===== src/rtl/ofdm_bbp_pkg.sv =====
// ---------------------------------------------------------------------------
// ofdm_bbp_pkg
// Shared definitions for the OFDM baseband DAC path.
//   buf_state_e : sample-buffer playout FSM states (IDLE, PREFILL, RUN)
//   sample_w()  : packed width of one multi-channel I/Q sample word
// ---------------------------------------------------------------------------
package ofdm_bbp_pkg;

   typedef enum logic [1:0] {
      ST_IDLE    = 2'd0,
      ST_PREFILL = 2'd1,
      ST_RUN     = 2'd2
   } buf_state_e;

   // One sample word carries {Q,I} per channel, channels packed LSB first.
   function automatic int unsigned sample_w(input int unsigned num_ch,
                                            input int unsigned data_w);
      return num_ch * 2 * data_w;
   endfunction

endpackage


===== src/rtl/ofdm_sync_fifo.sv =====
// ---------------------------------------------------------------------------
// ofdm_sync_fifo
// Single-clock FIFO holding storage, read/write pointers and occupancy.
//   clk, rst : clock, asynchronous active-high reset (pointers/level only)
//   flush    : synchronous clear of pointers and level, overrides push/pop
//   push     : write wr_data (caller guarantees not full)
//   pop      : advance read pointer (caller guarantees not empty)
//   rd_data  : entry at the read pointer (combinational read)
//   level    : current occupancy, 0..DEPTH
// DEPTH must be a power of two so the pointers wrap by natural overflow.
// ---------------------------------------------------------------------------
module ofdm_sync_fifo #(
   parameter int unsigned WIDTH = 32,
   parameter int unsigned DEPTH = 16
) (
   input  logic                     clk,
   input  logic                     rst,
   input  logic                     flush,
   input  logic                     push,
   input  logic [WIDTH-1:0]         wr_data,
   input  logic                     pop,
   output logic [WIDTH-1:0]         rd_data,
   output logic [$clog2(DEPTH):0]   level
);

   localparam int unsigned AW = $clog2(DEPTH);
   localparam int unsigned LW = AW + 1;

   // Storage has no reset; an entry is only ever read after being written.
   logic [WIDTH-1:0] mem_q [DEPTH];

   logic [AW-1:0] wr_ptr_q, wr_ptr_d;
   logic [AW-1:0] rd_ptr_q, rd_ptr_d;
   logic [LW-1:0] level_q,  level_d;

   always_comb begin
      wr_ptr_d = wr_ptr_q;
      rd_ptr_d = rd_ptr_q;
      level_d  = level_q;
      if (flush) begin
         wr_ptr_d = '0;
         rd_ptr_d = '0;
         level_d  = '0;
      end else begin
         if (push) wr_ptr_d = wr_ptr_q + 1'b1;
         if (pop)  rd_ptr_d = rd_ptr_q + 1'b1;
         case ({push, pop})
            2'b10:   level_d = level_q + 1'b1;
            2'b01:   level_d = level_q - 1'b1;
            default: level_d = level_q;
         endcase
      end
   end

   always_ff @(posedge clk or posedge rst) begin
      if (rst) begin
         wr_ptr_q <= '0;
         rd_ptr_q <= '0;
         level_q  <= '0;
      end else begin
         wr_ptr_q <= wr_ptr_d;
         rd_ptr_q <= rd_ptr_d;
         level_q  <= level_d;
      end
   end

   always_ff @(posedge clk) begin
      if (push && !flush) mem_q[wr_ptr_q] <= wr_data;
   end

   assign rd_data = mem_q[rd_ptr_q];
   assign level   = level_q;

endmodule


===== src/rtl/ofdm_dac_sample_buffer.sv =====
// ---------------------------------------------------------------------------
// ofdm_dac_sample_buffer
// Elastic buffer between the OFDM sample producer and the DAC interface.
// Samples are prefilled up to PREFILL entries, then popped one per DAC
// strobe into a registered output. Underflow and overflow are sticky.
//   clk, rst   : DAC clock, asynchronous active-high reset
//   enable     : playout enable; low flushes the FIFO and returns to IDLE
//   clr_flags  : pulse clearing dac_dunf/dac_dovf (a coincident set wins)
//   s_valid/s_ready/s_data : producer handshake, {Q,I} per channel
//   dac_valid  : DAC sample strobe
//   dac_data   : registered DAC sample word
//   dac_dunf   : sticky underflow (strobe in RUN with empty FIFO)
//   dac_dovf   : sticky overflow (s_valid while enabled and full)
//   level      : FIFO occupancy
//   running    : high in RUN
// Build option: OFDM_DAC_HOLD_LAST_EN -- underflow repeats the last output
// word instead of emitting zeros. Flags and FSM are unaffected.
// ---------------------------------------------------------------------------
module ofdm_dac_sample_buffer
   import ofdm_bbp_pkg::*;
#(
   parameter int unsigned NUM_CH  = 1,
   parameter int unsigned DATA_W  = 16,
   parameter int unsigned DEPTH   = 16,
   parameter int unsigned PREFILL = 8
) (
   input  logic                                  clk,
   input  logic                                  rst,
   input  logic                                  enable,
   input  logic                                  clr_flags,
   input  logic                                  s_valid,
   output logic                                  s_ready,
   input  logic [sample_w(NUM_CH, DATA_W)-1:0]   s_data,
   input  logic                                  dac_valid,
   output logic [sample_w(NUM_CH, DATA_W)-1:0]   dac_data,
   output logic                                  dac_dunf,
   output logic                                  dac_dovf,
   output logic [$clog2(DEPTH):0]                level,
   output logic                                  running
);

   localparam int unsigned SW = sample_w(NUM_CH, DATA_W);
   localparam int unsigned LW = $clog2(DEPTH) + 1;
   localparam logic [LW-1:0] FULL_LVL    = LW'(DEPTH);
   localparam logic [LW-1:0] PREFILL_LVL = LW'(PREFILL);

   buf_state_e state_q, state_d;

   logic [SW-1:0] dac_data_q, dac_data_d;
   logic          dunf_q, dunf_d;
   logic          dovf_q, dovf_d;

   logic [SW-1:0] fifo_rd_data;
   logic [LW-1:0] fifo_level;
   logic          full;
   logic          push;
   logic          pop;
   logic          strobe_run;
   logic          underflow;
   logic          flush;
   logic [SW-1:0] uf_value;

   // ------------------------------------------------------------------
   // FIFO control
   // ------------------------------------------------------------------
   assign full    = (fifo_level == FULL_LVL);
   // Readiness uses the pre-pop level, so a full FIFO refuses a push even
   // when a pop happens on the same edge. Held low throughout reset.
   assign s_ready = enable && !full && !rst;
   assign push    = s_valid && s_ready;
   assign flush   = !enable;

   // A strobe only consumes in RUN; the empty check uses the registered
   // level, so a same-cycle push never rescues an underflow.
   assign strobe_run = enable && (state_q == ST_RUN) && dac_valid;
   assign pop        = strobe_run && (fifo_level != '0);
   assign underflow  = strobe_run && (fifo_level == '0);

   ofdm_sync_fifo #(
      .WIDTH (SW),
      .DEPTH (DEPTH)
   ) u_fifo (
      .clk     (clk),
      .rst     (rst),
      .flush   (flush),
      .push    (push),
      .wr_data (s_data),
      .pop     (pop),
      .rd_data (fifo_rd_data),
      .level   (fifo_level)
   );

   // ------------------------------------------------------------------
   // FSM: state register
   // ------------------------------------------------------------------
   always_ff @(posedge clk or posedge rst) begin
      if (rst) state_q <= ST_IDLE;
      else     state_q <= state_d;
   end

   // FSM: next state
   always_comb begin
      state_d = state_q;
      if (!enable) begin
         state_d = ST_IDLE;
      end else begin
         case (state_q)
            ST_IDLE:    state_d = ST_PREFILL;
            ST_PREFILL: if (fifo_level >= PREFILL_LVL) state_d = ST_RUN;
            ST_RUN:     if (underflow) state_d = ST_PREFILL;
            default:    state_d = ST_IDLE;
         endcase
      end
   end

   // FSM: outputs
   always_comb begin
      running = 1'b0;
      if (state_q == ST_RUN) running = 1'b1;
   end

   // ------------------------------------------------------------------
   // Output register and sticky flags
   // ------------------------------------------------------------------
`ifdef OFDM_DAC_HOLD_LAST_EN
   assign uf_value = dac_data_q;
`else
   assign uf_value = '0;
`endif

   always_comb begin
      dac_data_d = dac_data_q;
      if (!enable)        dac_data_d = '0;
      else if (pop)       dac_data_d = fifo_rd_data;
      else if (underflow) dac_data_d = uf_value;

      // Set has priority over clear.
      dunf_d = underflow | (dunf_q & ~clr_flags);
      dovf_d = (s_valid & enable & full) | (dovf_q & ~clr_flags);
   end

   always_ff @(posedge clk or posedge rst) begin
      if (rst) begin
         dac_data_q <= '0;
         dunf_q     <= 1'b0;
         dovf_q     <= 1'b0;
      end else begin
         dac_data_q <= dac_data_d;
         dunf_q     <= dunf_d;
         dovf_q     <= dovf_d;
      end
   end

   assign dac_data = dac_data_q;
   assign dac_dunf = dunf_q;
   assign dac_dovf = dovf_q;
   assign level    = fifo_level;

endmodule


===== config.mk =====
export PLATFORM = sky130hd
export DESIGN_NAME = ofdm_dac_sample_buffer
export DESIGN_NICKNAME = d
export VERILOG_FILES = /design/src/rtl/ofdm_bbp_pkg.sv /design/src/rtl/ofdm_sync_fifo.sv /design/src/rtl/ofdm_dac_sample_buffer.sv
export SDC_FILE = /design/constraint.sdc
export NUM_CORES = 1
export LEC_CHECK = 0
export CAP_MARGIN = 20
export CORE_MARGIN = 2
export CORE_UTILIZATION = 55
export CTS_CLUSTER_SIZE = 28
export DETAILED_ROUTE_END_ITERATION = 12
export PLACE_DENSITY = 0.76
export SETUP_SLACK_MARGIN = 0.1
export SYNTH_ARGS = -nofsm -noshare
export SYNTH_HDL_FRONTEND = slang
export SYNTH_SLANG_ARGS = --single-unit
export TNS_END_PERCENT = 20

===== constraint.sdc =====
create_clock -name clk -period 4.1 [get_ports clk]
set_clock_uncertainty 0.1 [all_clocks]
set_input_delay 0.615 -clock clk [delete_from_list [all_inputs] [get_ports clk]]
set_output_delay 0.615 -clock clk [all_outputs]
set_load 0.02 [all_outputs]

==> results.md <==
- CTS Sinks: between 500 and 600
- Pin count of the biggest net entering global routing: between 50 and 60
- Remaining DRCs: 0
- Top library cells by usage in the layout, fill and taps aside: edfxtp_1, mux4_2, clkdlybuf4s50_1
- # port buffers: 78
- Cells traversed along the worst timing path: clkdlybuf4s50_1, inv_1, a211oi_1, clkdlybuf4s50_1
- Insertion delay of the later-clocked pin in the worst-skew pair: 0.60 ns
- Worst stage delay on the critical path: 0.71 ns
- Antenna diode instance count: 0
- IO Count: 79
- Clock-pin slew reported for the worst setup and hold paths after clock tree synthesis: 0.06 ns
- Setup WS pre-CTS: 0.718 ns
- Setup Total Neg Slack: 0 ns
- Global-route wire length before repair: 69800 µm
- Most frequent standard cell in the layout excluding fill and tap cells: edfxtp_1
- Worst hold slack: 0.399 ns
- Post-synthesis average cell area: 21.2 µm²
- Area growth from synthesis to layout: 16.8%
- Hold-fix buffers, CTS: 0
- Net switching power: 2.40 mW
- Number of instances resized during post-cts repair: 0
- Critical Path Most Common Cell: clkdlybuf4s50_1
- Cts bufs inserted: 53
- Detailed-route via count: 10691
- Area of the core: 38800 µm²
- Final hold violation count: 0
- Start-to-end type of the worst setup path: in2out
- Cell class contributing the biggest share of worst-path delay: buffers and inverters
- Sort of element at the end of the critical path: output port
- Main flop type after synthesis: edfxtp_1
- Measured slew at the worst slew-check pin: 0.845 ns
- Clock share of power: 0.432
- Number of max-slew violations in the final report: 0
- Total Routed Length: 45800 µm
- Static leakage power: around 8.0 nW
- Element type at the critical path start: input pin
- Initial DRT Pass Iterations: 5
- Data required time of the worst path: 3.38 ns
- Sw Ratio: 0.202
- Post-detailed-route wirelength per cell: 26.9 µm
- Maximum clock frequency: 309 MHz
- Result of the run: complete, no violations
- Count of warnings emitted by yosys: 0
- Bufs on Longest Clock Path: 3
- Initial standard-cell utilization of the core: 0.559
- Number of flip-flops and latches in the synthesized netlist: 561
- Max-Cap Viols: 0
- Number of vias per cell: 6.26
- Die outline area: 41100 µm²
- Row cnt: 72
- Remaining antenna violation count: 0
- Number of global-route vias before repair: between 10000 and 15000
- Netlist area before placement: between 20000 and 25000 µm²
- DP HPWL: 25900 µm
- Net total in the final layout: 1190
- Logic gate share of total power: 0.037
- Remaining global-route overflow: 0
- Root Buffer Master: clkbuf_16
- Hold crit path type: reg2reg
- Worst-case setup margin in the final layout: 0.862 ns
- Die outline height: 203 µm
- Number of standard cells after synthesis: 1024
- Design internal power: 9.49 mW
- Max_slew headroom: 0.436
- Worst IR Drop VDD: between 0.3 and 0.4 mV
- Proportion of synthesized flip-flops having asynchronous set or reset: 0.0873
- Post-synth EDFFs: approximately 510
- Die Width: 203 µm
- Fraction of the yosys area taken by sequential cells: 0.765
- Final setup violating endpoints: 0
- CTS HTree Levels: 2
- Arrival time at the worst endpoint: approximately 2.5 ns
- CTS tree: built
- Library cells used by synthesis: 46
- Number of nets in the synthesized netlist: 1069
- Antenna violations before repair: 0
- First-iteration detailed-routing DRC count: 1093
- Total buffers and inverters traversed by the critical path: 3
- Design Power: 11.9 mW
- Final critical-path share of the clock period: 0.790
- Sequential group share of total power: 0.531
- Minimum clock period after layout: 3.24 ns
- Overall Global Routing Usage: 0.231
- Fraction of layout cells with a size suffix above 1: 0.245
- Max stage delay cell, worst path: clkdlybuf4s50_1
- Post-CTS Setup Bufs: 0
- Placer's final routability congestion estimate: 0.784
- Pwr/cell area: 469 nW/µm²
- Maximum fanout along the worst path: 11
- RSZ-0062 raised after global routing: no
## cell families (layout without fill, tap and decap cells)
| kind of cell | count (synthesis) | count (layout) | synth area share |
|---|---|---|---|
| flops | 561 | 561 | 0.765 |
| fa+ha+maj | 7 | 7 | 0.00404 |
| simple gates | 99 | 99 | 0.0245 |
| buf+inv | 67 | 232 | 0.0144 |
| compound gates | 121 | 121 | 0.0406 |
| xor+xnor | 8 | 8 | 0.00323 |
| mux | 161 | 161 | 0.148 |
## layer usage
| metal | wire length [µm] | GRT usage | part of all wire | vias to the layer above |
|---|---|---|---|---|
| met1 | 18900 | 0.330 | 0.41 | 5626 |
| met2 | 22600 | 0.372 | 0.49 | 485 |
| met5 | 0 | 0 | 0 | - |
| li1 | - | - | - | 4500 |
| met4 | 1170 | 0.0753 | 0.026 | 0 |
| met3 | 3170 | 0.0353 | 0.069 | 80 |
## synthesized netlist by cell type (all sizes together) (2+ instances only)
library cell,n,area (µm²)
nor2b,34,213
buf,36,196
mux4,128,2880
o22ai,3,18.8
a211oi,34,255
nand2,17,71.3
nand2b,5,31.3
xnor2,4,35.0
and3,2,12.5
a22o,32,280
nand4,2,12.5
dfrtp,49,1230
a21o,2,15.0
ha,7,87.6
or3,2,17.5
nand4b,2,17.5
edfxtp,512,15400
o221ai,2,17.5
a21oi,36,184
clkbuf,23,86.3
nor3,7,40.0
inv,8,30.0
nor2,21,78.8
xor2,4,35.0
a221o,2,20.0
and2,2,12.5
nand3,5,25.0
mux2i,33,330
o21ai,2,10.0
## power groups by stage
stage | combinational (mW) | clock [mW] | sequential [mW]
6_report | 0.441 | 5.14 | 6.31
4_1_cts | 0.446 | 5.21 | 6.31
3_5_place_dp | 0.441 | 0 | 6.43
5_1_grt | 0.482 | 5.41 | 6.32
2_1_floorplan | 0.225 | 0 | 6.44
3_3_place_gp | 0.429 | 0 | 6.43
## worst reg2reg max path, cell delays in order, from the launching register on
cell and delay, ns:
dfrtp_4 0.77, buf_12 0.31, buf_4 0.27, mux4_2 0.50
nor2b_1 0.14, a211oi_1 0.30, a21oi_1 0.08, a22o_1 0.22
## stage by stage
stage                     instances  instance area [µm²]   util
final                          1707                25400  0.653
after CTS                      1707                25400  0.653
after global routing           1707                25400  0.653
after floorplan                1024                21700      -
after global placement         1608                23500  0.605
after detailed placement       1608                23500  0.605
## flip-flops by register name (all words and copies together), names as in the netlist
register / flops
dac_dovf: 1
dac_data: 32
u_fifo.rd_ptr_q: 4
u_fifo.level: 5
dac_dunf: 1
state_q: 2
u_fifo.mem_q: 512
u_fifo.wr_ptr_q: 4
## final cells by class
class                      instances  area (µm²)
tap                              518         648
multi-input combinational        396        4920
clock inverter                    27         345
fill                            2446       13500
timing repair buffer             125        1300
clock buffer                      72        1500
inverter                           8        30.0
sequential                       561       16600
## final timing paths
| kind | from | to | slack, ns | cells after the start |
|---|---|---|---|---|
| setup / recovery | enable | s_ready | 0.86 | 4 |
| min in group asynchronous | rst | u_fifo.level[3] | 0.57 | 3 |
| setup reg to reg | u_fifo.rd_ptr_q[0] | dac_data[18] | 1.29 | 7 |
| hold reg to reg | dac_data[1] | dac_data[1] | 0.40 | 1 |
| max in group asynchronous | rst | u_fifo.rd_ptr_q[1] | 2.75 | 3 |
| hold / removal | dac_data[1] | dac_data[1] | 0.40 | 1 |
No activity file was read; power rests on OpenSTA's default activity.
